**config.mk**
```make
export PLATFORM = sky130hd
export DESIGN_NAME = pipe_ctrl
export DESIGN_NICKNAME = d
export VERILOG_FILES = /design/src/rtl/pipe_ctrl.sv
export SDC_FILE = /design/constraint.sdc
export NUM_CORES = 1
export LEC_CHECK = 0
export ABC_AREA = 0
export CAP_MARGIN = 30
export CORE_AREA = 2 2 39 41
export DETAILED_ROUTE_END_ITERATION = 10
export DIE_AREA = 0 0 41 43
export GPL_ROUTABILITY_DRIVEN = 0
export PLACE_DENSITY = 0.7
export SLEW_MARGIN = 20
export SYNTH_ARGS = -nofsm -noshare
export SYNTH_HDL_FRONTEND = slang
export SYNTH_SLANG_ARGS = --single-unit
```
**constraint.sdc**
```tcl
create_clock -name clk -period 2.05 [get_ports clk]
set_input_delay 0.3075 -clock clk [delete_from_list [all_inputs] [get_ports clk]]
set_output_delay 0.3075 -clock clk [all_outputs]
set_load 0.05 [all_outputs]
```
**src/rtl/pipe_ctrl.sv**
```systemverilog
// Pipeline sequencing controller for the 3-stage-fetch core: PC / IF/ID / ID/EX / EX/MEM
// enables, bubble insertion after redirects and stalls, and IRQ tagging of fetch slots.
module pipe_ctrl #(
    parameter int FLUSH_DEPTH = 1
) (
    input  logic       clk,
    input  logic       rst,
    input  logic       i_mem_wait,
    input  logic       i_branch_taken,
    input  logic       i_multi_busy,
    input  logic       i_load_use,
    input  logic       i_irq,
    input  logic       i_irq_taken,
    output logic       o_pc_en,
    output logic       o_if_id_en,
    output logic       o_fetch_vld,
    output logic       o_irq_flag,
    output logic       o_id_ex_en,
    output logic       o_id_ex_vld,
    output logic       o_ex_mem_en,
    output logic [1:0] o_state
);

    typedef enum logic [1:0] {
        ST_BOOT  = 2'd0,
        ST_RUN   = 2'd1,
        ST_FLUSH = 2'd2
    } state_t;

    localparam logic [1:0] FLUSH_CNT = FLUSH_DEPTH[1:0];

    state_t     state_q, state_d;
    logic [1:0] cnt_q, cnt_d;
    logic       tagged_q, tagged_d;
    logic       tag_upd;

    always_ff @(posedge clk) begin
        if (rst) begin
            state_q  <= ST_BOOT;
            cnt_q    <= 2'd0;
            tagged_q <= 1'b0;
        end else begin
            state_q  <= state_d;
            cnt_q    <= cnt_d;
            tagged_q <= tagged_d;
        end
    end

    always_comb begin
        state_d     = state_q;
        cnt_d       = cnt_q;
        tagged_d    = tagged_q;
        tag_upd     = 1'b0;
        o_pc_en     = 1'b0;
        o_if_id_en  = 1'b0;
        o_fetch_vld = 1'b0;
        o_id_ex_en  = 1'b0;
        o_id_ex_vld = 1'b0;
        o_ex_mem_en = 1'b0;
        o_irq_flag  = 1'b0;

        if (!rst) begin
            case (state_q)
                ST_BOOT: begin
                    state_d = ST_RUN;
                end
                ST_RUN, ST_FLUSH: begin
                    if (i_mem_wait) begin
                        // Freeze: nothing moves, control state held as-is.
                    end else if (i_branch_taken) begin
                        o_pc_en     = 1'b1;
                        o_if_id_en  = 1'b1;
                        o_id_ex_en  = 1'b1;
                        o_ex_mem_en = 1'b1;
                        state_d     = (FLUSH_DEPTH > 0) ? ST_FLUSH : ST_RUN;
                        cnt_d       = FLUSH_CNT;
                        // Any tagged slot was squashed (or accepted): re-tag after redirect.
                        tagged_d    = 1'b0;
                    end else if (i_multi_busy || i_load_use) begin
                        o_id_ex_en  = 1'b1;
                        o_ex_mem_en = 1'b1;
                        o_fetch_vld = (state_q == ST_RUN);
                        tag_upd     = 1'b1;
                    end else begin
                        o_pc_en     = 1'b1;
                        o_if_id_en  = 1'b1;
                        o_id_ex_en  = 1'b1;
                        o_id_ex_vld = 1'b1;
                        o_ex_mem_en = 1'b1;
                        o_fetch_vld = (state_q == ST_RUN);
                        tag_upd     = 1'b1;
                        if (state_q == ST_FLUSH) begin
                            cnt_d = cnt_q - 2'd1;
                            if (cnt_q <= 2'd1) begin
                                state_d = ST_RUN;
                            end
                        end
                    end
                end
                default: begin
                    state_d = ST_BOOT;
                end
            endcase

            o_irq_flag = (state_q == ST_RUN) && i_irq && !tagged_q
                         && o_if_id_en && o_fetch_vld;

            // Acceptance by EX takes precedence over a new tag in the same cycle.
            if (tag_upd) begin
                if (i_irq_taken) begin
                    tagged_d = 1'b0;
                end else if (o_irq_flag) begin
                    tagged_d = 1'b1;
                end
            end
        end
    end

    assign o_state = rst ? ST_BOOT : state_q;

endmodule

```
==> impl_metrics.json, run 1 <==
{
  "num_rows": 14,
  "ys_seq_area_share_pct": 22.2,
  "rr_worst_depth": 5,
  "cts_buffers": 3,
  "synth_top_area_share_pct": 22.2,
  "setup_ws_ns": 0.0763,
  "antenna_found_initial": 0,
  "rsz0062_at_grt": "yes",
  "ys_top_cells_by_count": "nor2_1 (6), dfxtp_1 (5), ha_1 (5), inv_1 (5)",
  "cp-start-kind": "flop",
  "synth_edf_count": 0,
  "power_uw": 667,
  "relSlewSlack_pct": 77.1,
  "die_area_mm2": 0.00176,
  "hold_violations": 0,
  "vias_per_cell": 5.14,
  "p_int_uw": 413,
  "final_cell_area_um2": 857,
  "wl_mm": 1.09,
  "setup.worst_path.class": "flop to output port",
  "fp.dieW_um": 41,
  "first_iter_violations": 4,
  "min_path_cells": 2,
  "grtUsageTotal_pct": 14.5,
  "nFillCells": 125,
  "seq_power_share_pct": 19.8,
  "peakVddDrop_mv": 0.424,
  "combPwrFrac_pct": 63.6,
  "cts_max_path_buffers": 2,
  "synth_area_leaders": "dfxtp_1 (22%), ha_1 (14%), o311ai_4 (5.8%)",
  "wl_per_cell_um": 12.0,
  "wl_met3_um": 46,
  "port_buffers": 16,
  "nNetsFinal": 89,
  "r2r_slack_ns": 0.33,
  "wl_met1_um": 427,
  "max_slew.worst_pin.slew_ns": 0.343,
  "synth_nets": 65,
  "dr_wl_met2_um": 577,
  "top_layer": "met4",
  "antenna_left": 0,
  "initial_utilization_pct": 32.5,
  "grt_pass1_wl_mm": 1.68,
  "synth_most_common_cell": "nor2_1",
  "die_h_um": 43,
  "pin_count": 17,
  "drt_first_pass_iters": 4,
  "grt_pass1_vias": 406,
  "maxCapViolCount": 0,
  "cp.arrival_ns": 1.67,
  "min_from": "cnt_q[0]",
  "setup_violations": 0,
  "holdWs_ns": 0.473,
  "whs_endpoint": "cnt_q[0]",
  "status": "complete, no violations",
  "drv_slew": 0,
  "r2r-end": "state_q[0]",
  "cts_root_buffer": "clkbuf_4",
  "synth.avg_cell_area_um2": 8.66,
  "cp-end-kind": "output port",
  "grt_max_degree": 8,
  "dp.cells": 87,
  "hpwl_um": 875,
  "min_path_type": "flop to flop",
  "synthCells": 52,
  "place_ws_ns": 0.0510,
  "clock-sinks": 5,
  "ys_seq_elements": 5,
  "clkTransAtPathRegs_ns": 0.04,
  "clk-insertion-delay-late_ns": 0.24,
  "cellPowerDensity_mw_per_mm2": 779,
  "yosysWarnings": 0,
  "switchingPower_uw": 254,
  "drive_above_1_share_pct": 46.7,
  "yosysUniqueCellTypes": 28,
  "vias": 468,
  "drc": 0,
  "synthArstFlopShare_pct": 0,
  "placed_cell_area_um2": 798,
  "coreArea_mm2": 0.00138,
  "worstReg2RegStart": "state_q[0]",
  "synth_ff_type": "dfxtp_1",
  "htreeDepth": 1,
  "netlist_area_um2": 450,
  "clock_power_share_pct": 16.6,
  "crit_fanout": 6,
  "min_period_ns": 1.97,
  "fmax_mhz": 507,
  "antenna_cells": 0,
  "required_ns": 1.74,
  "fin_crit_sh_pct": 96.3,
  "syn_to_final_growth_pct": 90.3,
  "stdcell_count": 91,
  "finClkSkew_ns": 0.00217,
  "tritoncts": "done",
  "yosys.area.top_type": "dfxtp_1",
  "grt_overflow": 0,
  "switching_share_pct": 38.1,
  "p_leak_uw": 0.000332
}
## worst max-delay path, cell delays in order (launching register included)
cell	delay, ns
dfxtp_4	0.37
inv_4	0.05
ha_4	0.31
nor3b_4	0.20
nand2_1	0.12
nor3_4	0.21
buf_12	0.16
## state kept, by name, indices dropped and copies added (netlist names)
signal    count
cnt_q         2
state_q       2
tagged_q      1
## kinds of logic after synthesis
group | count (synthesis) | synth area share, %
compound gates | 11 | 22.2
fa+ha+maj | 5 | 13.9
buf+inv | 8 | 8.33
flops | 5 | 22.2
mux | 1 | 3.33
simple gates | 22 | 30.0
## metrics by stage
stage          TNS [ns]  utilization [%]
5_1_grt         -0.0294             61.9
3_3_place_gp          0             57.7
6_report              0             61.9
4_1_cts               0             60.0
3_5_place_dp          0             57.7
2_1_floorplan         0                -
## power groups by stage
| stage | clock network [uW] | registers, uW | logic, uW |
|---|---|---|---|
| floorplan | 0 | 130 | 264 |
| global placement | 0 | 132 | 402 |
| detailed placement | 0 | 133 | 405 |
| CTS | 116 | 132 | 410 |
| global route | 122 | 134 | 455 |
| finish | 111 | 132 | 424 |
## per-layer routing
layer  GRT usage (%)  vias to the layer above
li1                -                      229
met1            15.4                      219
met2            22.8                       16
met3            3.14                        4
met4            12.0                        0
met5               0                        -
## worst max path at each step
| stage | from | end |
|---|---|---|
| after CTS | state_q[1] | o_irq_flag |
| after floorplan | state_q[1] | o_id_ex_vld |
| after detailed placement | i_mem_wait | o_irq_flag |
| final | state_q[1] | o_irq_flag |
| after global placement | i_branch_taken | o_irq_flag |
| after global routing | state_q[0] | o_irq_flag |
## cell usage in the layout, fill, tap and decap left out, types with 2 or more instances in the layout
cell type and n:
buf_12 9, clkdlybuf4s50_1 7, buf_4 6, nor2_1 5
ha_1 4, inv_1 3, nor2b_1 3, clkbuf_4 3
dfxtp_1 3, nand2_1 2, a21oi_1 2, nand2b_1 2
## timing repair
action	CTS	global route
buffers inserted	0	0
resized for setup	1	5
endpoints found under the setup margin	1	1
hold buffers	0	0
## area by class of cell
| type | instances | area (um2) | area share, % |
|---|---|---|---|
| inverters | 5 | 21.3 | 2.48 |
| flip-flops and latches | 5 | 105 | 12.3 |
| clock buffers | 4 | 26.3 | 3.07 |
| well taps | 16 | 20.0 | 2.34 |
| multi-input cells | 39 | 389 | 45.4 |
| repair buffers | 22 | 295 | 34.5 |
(Power assumes the default switching activity.)
==> run 2, diff against run 1 <==
--- a/config.mk
+++ b/config.mk
@@ -12,7 +12,6 @@
 export DIE_AREA = 0 0 41 43
 export GPL_ROUTABILITY_DRIVEN = 0
 export PLACE_DENSITY = 0.7
-export SLEW_MARGIN = 20
 export SYNTH_ARGS = -nofsm -noshare
 export SYNTH_HDL_FRONTEND = slang
 export SYNTH_SLANG_ARGS = --single-unit
==> results of run 2 <==
The final DEF is identical to that of run 1; final timing and power are the same.
